File: config.mk
export PLATFORM = sky130hd
export DESIGN_NAME = npu_sram_stream_reader_flat
export DESIGN_NICKNAME = d
export VERILOG_FILES = /design/src/rtl/npu_sram_stream_reader_pkg.sv /design/src/rtl/npu_sram_stream_reader_if.sv /design/src/rtl/npu_sram_stream_reader_fifo.sv /design/src/rtl/npu_sram_stream_reader.sv /design/src/flat_wrapper.sv
export SDC_FILE = /design/constraint.sdc
export NUM_CORES = 1
export LEC_CHECK = 0
export CORE_MARGIN = 4
export CORE_UTILIZATION = 49
export CTS_CLUSTER_SIZE = 24
export DETAILED_ROUTE_END_ITERATION = 12
export PLACE_DENSITY_LB_ADDON = 0.1
export SLEW_MARGIN = 20
export SYNTH_ARGS = -nofsm -noshare
export SYNTH_HDL_FRONTEND = slang
export SYNTH_SLANG_ARGS = --single-unit
File: constraint.sdc
create_clock -name clk -period 2.55 [get_ports clk]
set_input_delay 0.255 -clock clk [delete_from_list [all_inputs] [get_ports clk]]
set_output_delay 0.255 -clock clk [all_outputs]
set_load 0.03 [all_outputs]
File: src/rtl/npu_sram_stream_reader_pkg.sv
// Shared widths, sequencer states and FIFO entry type for the SRAM port-2 stream reader.
package npu_sram_pkg;

    localparam int unsigned DEF_ADDR_W     = 12;
    localparam int unsigned DEF_DATA_W     = 16;
    localparam int unsigned DEF_LEN_W      = 13;
    localparam int unsigned DEF_FIFO_DEPTH = 4;

    typedef enum logic [1:0] {
        IDLE  = 2'd0,
        ISSUE = 2'd1,
        DRAIN = 2'd2
    } rd_state_e;

    // One buffered word plus the end-of-transfer marker that travels with it.
    typedef struct packed {
        logic [DEF_DATA_W-1:0] data;
        logic                  last;
    } fifo_entry_t;

endpackage

File: src/rtl/npu_sram_stream_reader_if.sv
// Valid/ready word stream, with a last marker, from the reader to the MAC array.
interface npu_sram_stream_reader_if #(
    parameter int unsigned DATA_W = npu_sram_pkg::DEF_DATA_W
);

    logic [DATA_W-1:0] m_data;
    logic              m_valid;
    logic              m_ready;
    logic              m_last;

    modport master (
        output m_data,
        output m_valid,
        output m_last,
        input  m_ready
    );

    modport slave (
        input  m_data,
        input  m_valid,
        input  m_last,
        output m_ready
    );

endinterface

File: src/rtl/npu_sram_stream_reader_fifo.sv
// First-word-fall-through FIFO with a registered valid flag; head is read straight from storage.
module npu_stream_fifo
    import npu_sram_pkg::*;
#(
    parameter int unsigned DEPTH   = DEF_FIFO_DEPTH,
    parameter type         entry_t = fifo_entry_t
) (
    input  logic                         clk,
    input  logic                         reset,
    input  logic                         i_push,
    input  entry_t                       i_din,
    input  logic                         i_pop,
    output entry_t                       o_head,
    output logic                         o_valid,
    output logic [$clog2(DEPTH+1)-1:0]   o_count
);

    localparam int unsigned PTR_W = (DEPTH > 1) ? $clog2(DEPTH) : 1;
    localparam int unsigned CNT_W = $clog2(DEPTH + 1);

    entry_t           r_mem [DEPTH];
    logic [PTR_W-1:0] r_wr_ptr;
    logic [PTR_W-1:0] r_rd_ptr;
    logic [CNT_W-1:0] r_count;
    logic             r_valid;

    logic             w_pop;
    logic [CNT_W-1:0] w_count_nxt;

    assign w_pop       = i_pop & r_valid;
    assign w_count_nxt = r_count + CNT_W'(i_push) - CNT_W'(w_pop);

    // Pointers wrap naturally because DEPTH is a power of two.
    always_ff @(posedge clk) begin
        if (reset) begin
            for (int i = 0; i < DEPTH; i++) begin
                r_mem[i] <= '0;
            end
            r_wr_ptr <= '0;
            r_rd_ptr <= '0;
            r_count  <= '0;
            r_valid  <= 1'b0;
        end else begin
            if (i_push) begin
                r_mem[r_wr_ptr] <= i_din;
                r_wr_ptr        <= r_wr_ptr + PTR_W'(1);
            end
            if (w_pop) begin
                r_rd_ptr <= r_rd_ptr + PTR_W'(1);
            end
            r_count <= w_count_nxt;
            r_valid <= (w_count_nxt != '0);
        end
    end

    assign o_head  = r_mem[r_rd_ptr];
    assign o_valid = r_valid;
    assign o_count = r_count;

endmodule

File: src/rtl/npu_sram_stream_reader.sv
// Read DMA on SRAM port 2: walks base/stride/length, absorbs the 1-cycle read latency
// and streams words to the MAC array through a credit-limited FIFO.
module npu_sram_stream_reader
    import npu_sram_pkg::*;
#(
    parameter int unsigned ADDR_W     = DEF_ADDR_W,
    parameter int unsigned DATA_W     = DEF_DATA_W,
    parameter int unsigned LEN_W      = DEF_LEN_W,
    parameter int unsigned FIFO_DEPTH = DEF_FIFO_DEPTH
) (
    input  logic                       clk,
    input  logic                       reset,
    input  logic                       start,
    input  logic [ADDR_W-1:0]          base_addr,
    input  logic [LEN_W-1:0]           length,
    input  logic [ADDR_W-1:0]          stride,
    output logic                       busy,
    output logic                       done,
    output logic [ADDR_W-1:0]          sram_address,
    output logic                       sram_chipselect,
    output logic                       sram_write,
    output logic [1:0]                 sram_byteenable,
    input  logic [DATA_W-1:0]          sram_readdata,
    npu_sram_stream_reader_if.master   m
);

    localparam int unsigned CNT_W = $clog2(FIFO_DEPTH + 1);
    localparam int unsigned CRD_W = CNT_W + 1;

    rd_state_e         r_state;
    logic [ADDR_W-1:0] r_addr;
    logic [ADDR_W-1:0] r_stride;
    logic [LEN_W-1:0]  r_remaining;
    logic              r_cs;
    logic              r_cs_last;
    logic              r_inflight;
    logic              r_inflight_last;
    logic              r_busy;
    logic              r_done;

    fifo_entry_t       w_push_entry;
    fifo_entry_t       w_head;
    logic              w_fifo_valid;
    logic [CNT_W-1:0]  w_fifo_count;
    logic [CNT_W-1:0]  w_count_nxt;
    logic              w_pop;
    logic              w_credit_ok;
    logic              w_can_issue;
    logic              w_last_hs;

    assign w_push_entry = '{data: DEF_DATA_W'(sram_readdata), last: r_inflight_last};

    npu_stream_fifo #(
        .DEPTH   (FIFO_DEPTH),
        .entry_t (fifo_entry_t)
    ) u_fifo (
        .clk     (clk),
        .reset   (reset),
        .i_push  (r_inflight),
        .i_din   (w_push_entry),
        .i_pop   (m.m_ready),
        .o_head  (w_head),
        .o_valid (w_fifo_valid),
        .o_count (w_fifo_count)
    );

    assign w_pop     = w_fifo_valid & m.m_ready;
    assign w_last_hs = w_pop & w_head.last;

    // Occupancy next cycle plus the read issued now must leave room for one more read.
    assign w_count_nxt = w_fifo_count + CNT_W'(r_inflight) - CNT_W'(w_pop);
    assign w_credit_ok = (CRD_W'(w_count_nxt) + CRD_W'(r_cs)) < CRD_W'(FIFO_DEPTH);
    assign w_can_issue = (r_remaining != '0) && w_credit_ok;

    // r_cs marks the cycle a read is on the bus; r_remaining excludes that word.
    always_ff @(posedge clk) begin
        if (reset) begin
            r_state         <= IDLE;
            r_addr          <= '0;
            r_stride        <= '0;
            r_remaining     <= '0;
            r_cs            <= 1'b0;
            r_cs_last       <= 1'b0;
            r_inflight      <= 1'b0;
            r_inflight_last <= 1'b0;
            r_busy          <= 1'b0;
            r_done          <= 1'b0;
        end else begin
            r_done          <= 1'b0;
            r_inflight      <= r_cs;
            r_inflight_last <= r_cs & r_cs_last;

            case (r_state)
                IDLE: begin
                    r_cs <= 1'b0;
                    if (start) begin
                        if (length != '0) begin
                            r_state     <= ISSUE;
                            r_busy      <= 1'b1;
                            r_cs        <= 1'b1;
                            r_cs_last   <= (length == LEN_W'(1));
                            r_addr      <= base_addr;
                            r_stride    <= stride;
                            r_remaining <= length - LEN_W'(1);
                        end else begin
                            r_done <= 1'b1;
                        end
                    end
                end

                ISSUE: begin
                    r_cs <= w_can_issue;
                    if (r_cs) begin
                        r_addr <= r_addr + r_stride;
                    end
                    if (w_can_issue) begin
                        r_remaining <= r_remaining - LEN_W'(1);
                        r_cs_last   <= (r_remaining == LEN_W'(1));
                    end
                    if (r_cs && r_cs_last) begin
                        r_state <= DRAIN;
                    end
                end

                DRAIN: begin
                    r_cs <= 1'b0;
                    if (w_last_hs) begin
                        r_state <= IDLE;
                        r_busy  <= 1'b0;
                        r_done  <= 1'b1;
                    end
                end

                default: begin
                    r_state <= IDLE;
                    r_cs    <= 1'b0;
                    r_busy  <= 1'b0;
                end
            endcase
        end
    end

    assign busy            = r_busy;
    assign done            = r_done;
    assign sram_address    = r_addr;
    assign sram_chipselect = r_cs;
    assign sram_write      = 1'b0;
    assign sram_byteenable = 2'b11;

    assign m.m_data  = DATA_W'(w_head.data);
    assign m.m_valid = w_fifo_valid;
    assign m.m_last  = w_head.last & w_fifo_valid;

endmodule

File: src/flat_wrapper.sv
// flat-port wrapper written by rule: the top's interface ports become plain ports
module npu_sram_stream_reader_flat import npu_sram_pkg::*;
#(
    parameter int unsigned ADDR_W     = DEF_ADDR_W,
    parameter int unsigned DATA_W     = DEF_DATA_W,
    parameter int unsigned LEN_W      = DEF_LEN_W,
    parameter int unsigned FIFO_DEPTH = DEF_FIFO_DEPTH
)
  (clk, reset, start, base_addr, length, stride, busy, done, sram_address, sram_chipselect, sram_write, sram_byteenable, sram_readdata, m_m_data, m_m_valid, m_m_last, m_m_ready);
  npu_sram_stream_reader_if #(.DATA_W(DATA_W)) m_i ();
  input  logic clk;
  input  logic reset;
  input  logic start;
  input  logic [ADDR_W-1:0] base_addr;
  input  logic [LEN_W-1:0] length;
  input  logic [ADDR_W-1:0] stride;
  output logic busy;
  output logic done;
  output logic [ADDR_W-1:0] sram_address;
  output logic sram_chipselect;
  output logic sram_write;
  output logic [1:0] sram_byteenable;
  input  logic [DATA_W-1:0] sram_readdata;
  output wire logic [$bits(m_i.m_data)-1:0] m_m_data;
  output wire logic [$bits(m_i.m_valid)-1:0] m_m_valid;
  output wire logic [$bits(m_i.m_last)-1:0] m_m_last;
  input wire logic [$bits(m_i.m_ready)-1:0] m_m_ready;
  assign m_m_data = m_i.m_data;
  assign m_m_valid = m_i.m_valid;
  assign m_m_last = m_i.m_last;
  assign m_i.m_ready = m_m_ready;
  npu_sram_stream_reader #(.ADDR_W(ADDR_W), .DATA_W(DATA_W), .LEN_W(LEN_W), .FIFO_DEPTH(FIFO_DEPTH)) u_core (.clk(clk), .reset(reset), .start(start), .base_addr(base_addr), .length(length), .stride(stride), .busy(busy), .done(done), .sram_address(sram_address), .sram_chipselect(sram_chipselect), .sram_write(sram_write), .sram_byteenable(sram_byteenable), .sram_readdata(sram_readdata), .m(m_i));
endmodule
**Yosys cells after proc, flatten, opt, wreduce, memory -nomap -nowiden**

Memory sizes are Yosys's and may differ from the RTL's. A register that Yosys moved wholly into a read port is not among the register bits.
Cells that the tools add are included.

- Flip-flop bits (word level): 53
- Memory bits (writable): 68
- Input port bits: 57
- Output and inout bits: 36
- Word-level logic and storage cells: 90
- Memories: 1

Memory list:

| memory | words | bits a word | read ports | clocked after Yosys merged registers in | write ports | line | RTL |
|---|---|---|---|---|---|---|---|
| u_core.u_fifo.r_mem | 4 | 17 | 1 | 1 | 4 | npu_sram_stream_reader_fifo.sv:21 | `entry_t r_mem [DEPTH];` |

- $add $sub $neg: 8
- $lt $le $gt $ge: 1
- Equal/unequal tests: 10
- Mux-type cells: 38
- Bitwise gates (word level): 5
- Reduce and logical (&&, ||, !) cells: 13

Operators by type and width:

| cell | count |
|---|---|
| $mux 13 | 3 |
| $mux 12 | 3 |
| $eq 13x1->1 const B | 2 |
| $pmux 13 s2 | 1 |
| $reduce_bool 13->1 | 2 |
| $sub 13x1->13 const B | 2 |
| $pmux 12 s2 | 1 |
| $mux 1 | 17 |
| $mux 17 | 1 |
| $reduce_or 17->1 | 1 |
| $reduce_and 4->1 | 4 |
| $mux 2 | 7 |
| $add 12x12->12 | 1 |
| $ne 2x1->1 const B | 5 |
| $pmux 1 s2 | 3 |
| $pmux 2 s3 | 1 |
| $add 2x1->2 const B | 2 |
| $add 3x1->4 | 1 |
| $and 1x1->1 | 4 |
| $lt 4x3->1 const B | 1 |
| $add 3x1->3 | 1 |
| $pmux 1 s3 | 1 |
| $reduce_and 3->1 | 1 |
| $reduce_bool 3->1 | 1 |
| other kinds (8) | 9 |

**Longest topological paths before layout**

Gate-level depths: netlist of the first run.

- Depth after elaboration: 7
- Depth in mapped cells: 11
- Depth with buffers taken out: 10

**Cells and area by module**

From an unflattened synthesis of the first run, not the netlist that was laid out.

- Cells, all modules: 587
- Area total of the unflattened synthesis: 6346.1 um2

By module, submodules not included:

| module | times used | cells each | area an instance (um2) | sequential area each (um2) |
|---|---|---|---|---|
| npu_stream_fifo | 1 | 210 | 3410.8 | 2242.2 |
| npu_sram_stream_reader | 1 | 377 | 2935.3 | 900.9 |

**Worst setup path after synthesis of the first run**

No wires, ideal clock.

- Path type: register -> register
- Start: register u_core.u_fifo.r_valid, in the netlist u_core.u_fifo.o_valid
- End: register u_core.r_remaining[10]
- Library setup time: 132 ps
- Arrival: 2526 ps
- Required time: 2418 ps
- Setup slack: -108 ps
- Cell stages (with the launch flop): 12
- Path buffers: 1
- Clock period less this slack: 2658 ps
- Cells stage by stage: dfxtp_1 and2_1 ha_1 inv_1 ha_1 fa_1 xnor2_1 xnor2_1 a41oi_2 buf_6 o21ai_0 a21oi_1

- Longest elaborated chain between the ends: 7

Ends and longest elaborated chain:

| element | line | RTL |
|---|---|---|
| start: declaration | npu_sram_stream_reader_fifo.sv:25 | `logic r_valid;` |
| start signal: assignment | npu_sram_stream_reader_fifo.sv:52 | `r_valid <= (w_count_nxt != '0);` |
| $and 1x1->1 | n/a |  |
| named net u_core.u_fifo.w_pop | npu_sram_stream_reader_fifo.sv:27 | `logic w_pop;` |
| $sub 3x1->3 | npu_sram_stream_reader.sv:71 | `assign w_count_nxt = w_fifo_count + CNT_W'(r_inflight) - CNT_W'(w_pop);` |
| $add 3x1->4 | npu_sram_stream_reader.sv:72 | `assign w_credit_ok = (CRD_W'(w_count_nxt) + CRD_W'(r_cs)) < CRD_W'(FIFO_DEPTH);` |
| $lt 4x3->1 | npu_sram_stream_reader.sv:72 |  |
| $logic_and 1x1->1 | npu_sram_stream_reader.sv:73 | `assign w_can_issue = (r_remaining != '0) && w_credit_ok;` |
| $ne 2x1->1 (no source line) | n/a |  |
| $reduce_and 4->1 (no source line) | n/a |  |
| end signal: assignment | npu_sram_stream_reader.sv:104 | `r_remaining <= length - LEN_W'(1);` |
| end signal: assignment | npu_sram_stream_reader.sv:117 | `r_remaining <= r_remaining - LEN_W'(1);` |
| end: declaration | npu_sram_stream_reader.sv:33 | `logic [LEN_W-1:0] r_remaining;` |

The timed path passes the listed nets, and every way through them passes these cells.
A chain may end at the register's enable or synchronous reset.

**Worst setup path after layout of the first run**

Ends and elaborated chain as after synthesis.

==> flow_metrics.env, run 1 <==
export IMPL_status="finished, violations left"
export IMPL_violations="negative setup slack"
export IMPL_track_usage_pct=19.3
export IMPL_setup_ws_ps=-1.06
export IMPL_wire_per_inst_um=15.9
export IMPL_pin_count=93
export IMPL_crit_slowest_cell="fa_2"
export IMPL_r2r_setup_slack_ps=-1
export IMPL_rr_worst_depth=12
export IMPL_max_freq_mhz=392
export IMPL_setup_viol=2
export IMPL_required_ps=2820
export IMPL_leakage_uw=0.00308
export IMPL_grt_ovfl_total=0
export IMPL_fin_hold_ws_ps=298
export IMPL_h_tree_depth=4
export IMPL_grt_pass1_wl_um=22300
export IMPL_routabilityCongestion=0.841
export IMPL_hold_start="reset"
export IMPL_synthTopCellsByArea="edfxtp_1 33%, dfxtp_1 18%, mux4_2 6.2%"
export IMPL_endpoint_kind="flop"
export IMPL_num_antenna_cells=0
export IMPL_wl_um=14000
export IMPL_rsz0062_at_grt="true"
export IMPL_synthCells=590
export IMPL_cts_tree="done"
export IMPL_yosys_area_top_type="edfxtp_1"
export IMPL_synth_seq_cells=123
export IMPL_startpoint_type="flop"
export IMPL_dp_hpwl_um=9400
export IMPL_syn_area_per_cell_sq_um=10.5
export IMPL_synth_flop_cell="edfxtp_1"
export IMPL_finClkSkew_ps=5.79
export IMPL_synthesis_area_sq_um=6190
export IMPL_clkLatencyLatePin_ps=410
export IMPL_holdPathEnd="u_core.u_fifo.r_wr_ptr[1]"
export IMPL_cts_root_buf="clkbuf_16"
export IMPL_synth_edf_count=68
export IMPL_final_common_cell="nor2_1"
export IMPL_synth_top_area_share_pct=33.0
export IMPL_synthToLayoutAreaGrowth_pct=31.4
export IMPL_drt_iter0_markers=241
export IMPL_port_buffers=89
export IMPL_cp_num_buf_inv=3
export IMPL_holdBufCountCts=0
export IMPL_grt_pass1_vias=4588
export IMPL_hold_viol=0
export IMPL_holdCritPathClass="input pin to flop"
export IMPL_dieArea_sq_um=14500
export IMPL_worst_pin_slew_ps=737
export IMPL_preCtsSetupSlack_ps=-343
export IMPL_hold_path_cell_count=2
export IMPL_route_detailed_drc=0
export IMPL_core_sq_um=12200
export IMPL_initial_core_util_pct=50.7
export IMPL_power_density_nw_per_um2=826
export IMPL_layout_drive_gt1_share_pct=18.0
export IMPL_path_delay_family="adder cells"
export IMPL_max_cap_violations=0
export IMPL_fin_cells=880
export IMPL_critPathKind="flop to flop"
export IMPL_path_cells="and2_4, ha_4, inv_2, ha_4, fa_2, xnor2_2, xnor2_2, a41oi_2, buf_12, buf_8, o21ai_2, a21oi_1"
export IMPL_num_vias=4677
export IMPL_reg2reg_from="u_core.u_fifo.o_valid"
export IMPL_period_needed_ps=2550
export IMPL_critPathMaxFanout=6
export IMPL_cp_slowest_stage_delay_ps=400
export IMPL_avgViaCountPerCell=5.31
export IMPL_antenna_left=0
export IMPL_row_count=40
export IMPL_cts_sinks=123
export IMPL_synthDistinctLibCells=58
export IMPL_slew_viol_final=0
export IMPL_placed_cells=843
export IMPL_fin_crit_sh_pct=100
export IMPL_vdd_drop_max_uv=390
export IMPL_async_flop_share_pct=0
export IMPL_grt_max_degree=37
export IMPL_seq_area_frac_synth_pct=50.8
export IMPL_antenna_found_initial=0
export IMPL_die_h_um=120
export IMPL_first_pass_iters=4
export IMPL_die_x_um=120
export IMPL_nets=776
export IMPL_rr_endpoint="u_core.r_remaining[10]"
export IMPL_fin_tns_setup_ps=-1.58
export IMPL_slew_headroom_pct=50.9
export IMPL_clk_path_buf_depth=2
export IMPL_clkTransAtPathRegs_ps=60
export IMPL_cts_made_buffers=17
export IMPL_cp_arrival_ps=2820
export IMPL_ys_warn_count=0
export IMPL_layout_common_cells="95 x nor2_1, 88 x clkdlybuf4s50_1, 68 x edfxtp_1"
export IMPL_fill_cells=1008
-- per-layer routing --
layer,wire [um],up-vias,track usage [%]
met5,0,-,0
met1,5980,2210,23.7
met3,692,16,4.58
met4,185,0,6.66
met2,7100,124,33.3
li1,-,2327,-
-- worst max path at each step --
stage / slack [ps] / cells past startpoint / end / start
detailed placement: -340 / 12 / u_core.r_remaining[10] / m_m_ready
global route: -90 / 12 / u_core.r_remaining[5] / u_core.u_fifo.o_valid
floorplan: 60 / 11 / u_core.r_remaining[10] / u_core.u_fifo.o_valid
finish: -1 / 12 / u_core.r_remaining[10] / u_core.u_fifo.o_valid
CTS: 20 / 11 / u_core.r_remaining[10] / u_core.u_fifo.o_valid
global placement: -270 / 12 / u_core.r_remaining[12] / m_m_ready
-- through the flow --
step                      power (uW)  cell area [sq um]  utilization [%]
final                           6710               8130             66.6
after global routing            7030               8130             66.6
after CTS                       6530               7950             65.1
after detailed placement        4310               7400             60.6
after global placement          4260               7400             60.6
after floorplan                 3680               6210                -
-- state kept, by name, summed over array words and instances (netlist names), named ones only --
name / count
u_core.u_fifo.r_mem: 68
u_core.r_remaining: 13
u_core.r_stride: 12
u_core.sram_address: 12
u_core.u_fifo.o_count: 3
u_core.r_state: 2
u_core.u_fifo.r_rd_ptr: 2
u_core.u_fifo.r_wr_ptr: 2
u_core.busy: 1
u_core.done: 1
u_core.r_cs_last: 1
u_core.r_inflight: 1
u_core.r_inflight_last: 1
u_core.sram_chipselect: 1
u_core.u_fifo.o_valid: 1
-- synth_stat cells (3+ instances only) --
master,number
a211oi_1,7
a21oi_1,32
a311oi_2,4
and2_1,19
buf_1,4
buf_2,3
buf_4,3
buf_6,4
clkbuf_1,21
dfxtp_1,55
edfxtp_1,68
ha_1,18
inv_1,26
mux2i_1,13
mux4_2,17
nand2_1,49
nand2b_1,4
nand3_1,9
nand4b_1,3
nor2_1,95
nor2b_1,7
nor3_1,14
nor4_1,8
o211ai_1,6
o21a_1,3
o21ai_0,19
o21ai_1,9
o21bai_1,4
or2_2,3
or3_1,4
or4_1,4
xnor2_1,17
xor2_1,6
-- what timing repair did --
action,in CTS,in global routing
endpoints found under the setup margin,1,11
setup buffers,0,4
resized for setup,0,33
gates cloned,0,1
pin swaps,1,28
-- power by group --
group	internal, uW	leakage, uW	switching [uW]	total, uW
clock network	1330	0.000259	879	2210
logic	981	0.00166	1070	2050
registers	2290	0.00116	163	2450
total	4600	0.00308	2110	6710
-- cells by family (layout without fill, tap and decap cells) --
logic type	after synthesis	after routing	share of synthesized area, %
flops	123	123	50.8
compound gates	101	102	11.1
other cells	2	3	0.121
mux	30	30	8.29
buf+inv	61	181	4.43
simple gates	230	230	17.8
xor+xnor	23	23	3.26
fa+ha+maj	20	20	4.29
-- area by class of cell --
class | count | area (sq um) | share of cell area, %
Sequential cell | 123 | 3140 | 38.7
Clock inverter | 15 | 126 | 1.55
Inverter | 26 | 97.6 | 1.20
Clock buffer | 17 | 425 | 5.23
Multi-Input combinational cell | 408 | 2920 | 36.0
Tap cell | 168 | 210 | 2.59
Timing Repair Buffer | 123 | 1200 | 14.8
-- worst reg2reg max path, stage by stage (launching register included) --
cell	delay, ps
dfxtp_2	330
and2_4	150
ha_4	270
inv_2	40
ha_4	150
fa_2	400
xnor2_2	230
xnor2_2	170
a41oi_2	190
buf_12	180
buf_8	130
o21ai_2	100
a21oi_1	70
Power figures use the tool's default switching activity.
==> run 2: changes to the inputs <==
--- a/config.mk
+++ b/config.mk
@@ -10,6 +10,7 @@
 export CTS_CLUSTER_SIZE = 24
 export DETAILED_ROUTE_END_ITERATION = 12
 export PLACE_DENSITY_LB_ADDON = 0.1
+export SETUP_SLACK_MARGIN = 0.02
 export SLEW_MARGIN = 20
 export SYNTH_ARGS = -nofsm -noshare
 export SYNTH_HDL_FRONTEND = slang
==> run 2 against run 1 <==
The flow still finishes with violations (negative setup slack); core utilization is 0.072 points lower; worst setup slack got worse by 45 ps; sequential share of layout area is essentially flat; first-iteration DRC count grew 17%; fmax fell by 1.7%; worst hold slack improved by 3.7 ps; register-to-register slack got worse by 40 ps; clock-buffer cell count stayed put; clock power about the same; die area unchanged; critical path depth is 1 higher; global-route usage about the same.
==> flow_metrics.env, run 2 (synthesized netlist as in run 1, its figures left out) <==
export IMPL_avgViaCountPerCell=5.34
export IMPL_cts_root_buf="clkbuf_16"
export IMPL_num_antenna_cells=0
export IMPL_cts_made_buffers=17
export IMPL_power_uw=6710
export IMPL_num_vias=4700
export IMPL_dp_hpwl_um=9400
export IMPL_fin_crit_sh_pct=102
export IMPL_cts_tree="done"
export IMPL_port_buffers=89
export IMPL_hold_start="reset"
export IMPL_startpoint_type="flop"
export IMPL_antenna_left=0
export IMPL_first_pass_iters=5
export IMPL_top_regs="u_core.u_fifo.r_mem (68), u_core.r_remaining (13)"
export IMPL_largest_register="u_core.u_fifo.r_mem"
export IMPL_holdPathEnd="u_core.u_fifo.r_wr_ptr[1]"
export IMPL_vdd_drop_max_uv=383
export IMPL_power_density_nw_per_um2=827
export IMPL_status="finished, violations left"
export IMPL_clkTransAtPathRegs_ps=60
export IMPL_fill_cells=1009
export IMPL_cp_slowest_stage_delay_ps=400
export IMPL_max_freq_mhz=385
export IMPL_wire_per_inst_um=15.9
export IMPL_routabilityCongestion=0.841
export IMPL_die_h_um=120
export IMPL_violations="negative setup slack"
export IMPL_grt_pass1_vias=4589
export IMPL_crit_slowest_cell="fa_2"
export IMPL_cp_arrival_ps=2880
export IMPL_preCtsSetupSlack_ps=-343
export IMPL_required_ps=2830
export IMPL_path_cells="and2_4, ha_4, inv_2, ha_4, fa_2, xnor2_2, xnor2_2, a41oi_2, buf_12, buf_12, buf_6, nand2_2, a21oi_2"
export IMPL_cts_sinks=123
export IMPL_clk_path_buf_depth=2
export IMPL_wl_um=14000
export IMPL_largest_reg_flops=68
export IMPL_die_x_um=120
export IMPL_grt_pass1_wl_um=22300
export IMPL_slew_viol_final=0
export IMPL_critPathMaxFanout=6
export IMPL_layout_drive_gt1_share_pct=18.0
export IMPL_row_count=40
export IMPL_drt_iter0_markers=281
export IMPL_critPathKind="flop to flop"
export IMPL_setup_ws_ps=-46.0
export IMPL_holdBufCountCts=0
export IMPL_holdCritPathClass="input pin to flop"
export IMPL_track_usage_pct=19.3
export IMPL_hold_viol=0
export IMPL_synthToLayoutAreaGrowth_pct=31.2
export IMPL_grt_ovfl_total=0
export IMPL_r2r_setup_slack_ps=-50
export IMPL_dieArea_sq_um=14500
export IMPL_pin_count=93
export IMPL_rsz0062_at_grt="true"
export IMPL_layout_common_cells="95 x nor2_1, 88 x clkdlybuf4s50_1, 68 x edfxtp_1"
export IMPL_core_sq_um=12200
export IMPL_clkLatencyLatePin_ps=410
export IMPL_leakage_uw=0.00308
export IMPL_antenna_found_initial=0
export IMPL_nets=776
export IMPL_hold_path_cell_count=2
export IMPL_rr_endpoint="u_core.r_remaining[1]"
export IMPL_finClkSkew_ps=5.27
export IMPL_setup_viol=10
export IMPL_slew_headroom_pct=51.5
export IMPL_grt_max_degree=37
export IMPL_initial_core_util_pct=50.7
export IMPL_period_needed_ps=2600
export IMPL_h_tree_depth=4
export IMPL_endpoint_kind="flop"
export IMPL_max_cap_violations=0
export IMPL_rr_worst_depth=13
export IMPL_worst_pin_slew_ps=727
export IMPL_final_common_cell="nor2_1"
export IMPL_reg2reg_from="u_core.u_fifo.o_valid"
export IMPL_route_detailed_drc=0
-- run 2: worst max path at each step --
stage,startpoint,to,slack [ps]
floorplan,u_core.u_fifo.o_valid,u_core.r_remaining[10],60
global placement,m_m_ready,u_core.r_remaining[12],-270
detailed placement,m_m_ready,u_core.r_remaining[10],-340
CTS,u_core.u_fifo.o_valid,u_core.r_remaining[10],20
global route,u_core.u_fifo.o_valid,u_core.r_remaining[6],-110
finish,u_core.u_fifo.o_valid,u_core.r_remaining[1],-50
-- run 2: timing repair --
action / 4_1_cts / 5_1_grt
pin swaps: 1 / 22
resized for setup: 0 / 32
setup buffers: 0 / 4
endpoints found under the setup margin: 5 / 12
gates cloned: 0 / 1
-- run 2: power breakdown --
part / internal [uW] / total [uW] / switching [uW]
sequential: 2290 / 2450 / 163
clock: 1330 / 2210 / 877
combinational: 980 / 2050 / 1070
-- run 2: final cells by class --
cell class	instances	area [sq um]	share of cell area, %
flip-flops and latches	123	3140	38.7
multi-input cells	408	2920	35.9
repair buffers	123	1200	14.8
clock buffers	17	425	5.24
well taps	168	210	2.59
clock inverters	15	126	1.56
inverters	26	97.6	1.20
-- run 2: critical path, delay by kind of cell (launching register included) --
| kind | cells | cell delay, ps |
|---|---|---|
| DFF | 1 | 330 |
| buffers and inverters | 4 | 470 |
| xor gates and xnor gates | 2 | 400 |
| adders and majority gates | 3 | 810 |
| AOI/OAI and AO/OA | 2 | 230 |
| and+or+nand+nor | 2 | 210 |
-- run 2: per-stage QoR --
step / TNS, ps / util, % / cells / hold WS (ps) / instance area (sq um)
finish: -190 / 66.5 / 880 / 301 / 8120
global route: -1210 / 66.5 / 880 / 310 / 8120
CTS: 0 / 65.1 / 875 / 284 / 7950
detailed placement: -4280 / 60.6 / 843 / 474 / 7400
global placement: -3270 / 60.6 / 843 / 460 / 7400
floorplan: 0 / - / 591 / 402 / 6210
-- run 2: layer usage --
layer	part of all wire, %	wire length [um]	track usage, %
met5	0	0	0
met1	43	6010	23.7
met4	1.2	167	6.66
met3	4.5	630	4.58
met2	51	7170	33.3
==> run 3: changes to the inputs <==
--- a/config.mk
+++ b/config.mk
@@ -9,7 +9,7 @@
 export CORE_UTILIZATION = 49
 export CTS_CLUSTER_SIZE = 24
 export DETAILED_ROUTE_END_ITERATION = 12
-export PLACE_DENSITY_LB_ADDON = 0.1
+export PLACE_DENSITY_LB_ADDON = 0.2
 export SETUP_SLACK_MARGIN = 0.02
 export SLEW_MARGIN = 20
 export SYNTH_ARGS = -nofsm -noshare
==> run 3 against run 2 <==
The run now ends clean; clock-buffer cell count up 3; die area unchanged; global-route usage up 1.0 points; combinational power down 6%; power up 2.0%; via count up 2.0%; worst setup slack better by 90 ps; clock power up 12%; final cell count unchanged; critical path type unchanged.
==> flow_metrics.env, run 3 (synthesized netlist as in run 1, its figures left out) <==
export IMPL_largest_reg_flops=68
export IMPL_dp_hpwl_um=9860
export IMPL_cts_made_buffers=17
export IMPL_fin_crit_sh_pct=98.3
export IMPL_leakage_uw=0.00321
export IMPL_hold_viol=0
export IMPL_clkTransAtPathRegs_ps=50
export IMPL_final_common_cell="nor2_1"
export IMPL_slew_viol_final=0
export IMPL_clkLatencyLatePin_ps=410
export IMPL_grt_pass1_wl_um=23400
export IMPL_r2r_setup_slack_ps=40
export IMPL_status="completed"
export IMPL_fill_cells=974
export IMPL_rsz0062_at_grt="true"
export IMPL_layout_common_cells="95 x nor2_1, 78 x clkdlybuf4s50_1, 68 x edfxtp_1"
export IMPL_max_cap_violations=0
export IMPL_fin_cells=880
export IMPL_die_x_um=120
export IMPL_endpoint_kind="flop"
export IMPL_die_h_um=120
export IMPL_preCtsSetupSlack_ps=-381
export IMPL_power_density_nw_per_um2=842
export IMPL_layout_drive_gt1_share_pct=17.1
export IMPL_nets=776
export IMPL_track_usage_pct=20.3
export IMPL_grt_pass1_vias=4853
export IMPL_port_buffers=89
export IMPL_finClkSkew_ps=10.9
export IMPL_pin_count=93
export IMPL_holdBufCountCts=0
export IMPL_drt_iter0_markers=335
export IMPL_wl_um=14700
export IMPL_worst_pin_slew_ps=850
export IMPL_core_sq_um=12200
export IMPL_antenna_left=0
export IMPL_startpoint_type="flop"
export IMPL_setup_ws_ps=44.1
export IMPL_grt_max_degree=58
export IMPL_post_route_util_pct=66.6
export IMPL_max_freq_mhz=399
export IMPL_routabilityCongestion=0.809
export IMPL_num_vias=4795
export IMPL_initial_core_util_pct=50.7
export IMPL_h_tree_depth=4
export IMPL_setup_viol=0
export IMPL_cts_sinks=123
export IMPL_design_area_sq_um=8140
export IMPL_critPathKind="flop to flop"
export IMPL_row_count=40
export IMPL_top_regs="u_core.u_fifo.r_mem (68), u_core.r_remaining (13)"
export IMPL_slew_headroom_pct=43.4
export IMPL_antenna_found_initial=1
export IMPL_cts_root_buf="clkbuf_16"
export IMPL_clk_path_buf_depth=2
export IMPL_grt_ovfl_total=0
export IMPL_required_ps=2820
export IMPL_route_detailed_drc=0
export IMPL_fin_hold_ws_ps=296
export IMPL_place_area_sq_um=7390
export IMPL_critPathMaxFanout=6
export IMPL_largest_register="u_core.u_fifo.r_mem"
export IMPL_vdd_drop_max_uv=427
export IMPL_num_antenna_cells=0
export IMPL_holdCritPathClass="input pin to flop"
export IMPL_first_pass_iters=5
export IMPL_cp_arrival_ps=2770
export IMPL_placed_cells=845
export IMPL_wire_per_inst_um=16.7
export IMPL_synthToLayoutAreaGrowth_pct=31.5
export IMPL_avgViaCountPerCell=5.45
export IMPL_dieArea_sq_um=14500
export IMPL_period_needed_ps=2510
export IMPL_cts_tree="done"
==> run 3: cell types whose count changed in the layout (fill, tap and decap cells not counted), sizes merged <==
cell           before  now
dlygate4sd2         0    1
inv                28   26
clkdlybuf4s50      88   78
bufinv              1    4
clkinv              7    4
clkbuf             17   20
buf                35   36
a41o                2    1
dlymetal6s2s        0    9
clkinvlp            5    4
==> run 3: layer usage <==
metal  vias to the layer above  wire length [um]  share of wire (%)  track usage [%]
met2                       117              7670                 52             35.9
li1                       2321                 -                  -                -
met4                         2               224                1.5             6.94
met1                      2331              6110                 42             24.1
met3                        24               684                4.7             4.86
met5                         -                11              0.075                0
==> run 3: power breakdown <==
part	switching, uW	internal [uW]
registers	162	2290
logic	1030	899
clock network	845	1630
==> run 3: worst paths after layout <==
kind | endpoint | cells after the start | startpoint
max | u_core.r_remaining[7] | 11 | u_core.u_fifo.o_valid
min | u_core.u_fifo.r_mem[2][0] | 2 | reset
max reg2reg | u_core.r_remaining[7] | 11 | u_core.u_fifo.o_valid
min reg2reg | u_core.r_remaining[11] | 2 | u_core.r_remaining[11]
==> run 3: cell type report <==
class | instances | area [sq um] | area share (%)
clock buffers | 20 | 437 | 5.37
clock inverters | 12 | 173 | 2.12
inverters | 26 | 97.6 | 1.20
multi-input cells | 407 | 2880 | 35.4
flip-flops and latches | 123 | 3140 | 38.6
well taps | 168 | 210 | 2.58
repair buffers | 124 | 1190 | 14.7
==> run 3: what timing repair did <==
item                                    CTS  global route
cloned                                    0             1
setup buffers                             0             2
resized for setup                         3            35
pin swaps                                 1            22
endpoints found under the setup margin   19            24
==> run 3: stage by stage <==
stage / TNS, ps / total power (uW)
finish: 0 / 6850
CTS: 0 / 6790
global placement: -3660 / 4250
detailed placement: -4710 / 4300
floorplan: 0 / 3680
global route: -512 / 7170
==> run 3: critical path, stage by stage (launching register included) <==
cell     delay, ps
dfxtp_2        320
and2_4         160
ha_4           260
inv_2           40
ha_4           150
fa_2           400
xnor2_2        160
xnor2_2        230
a41oi_2        220
buf_6          210
o21ai_1        130
a21oi_1         70
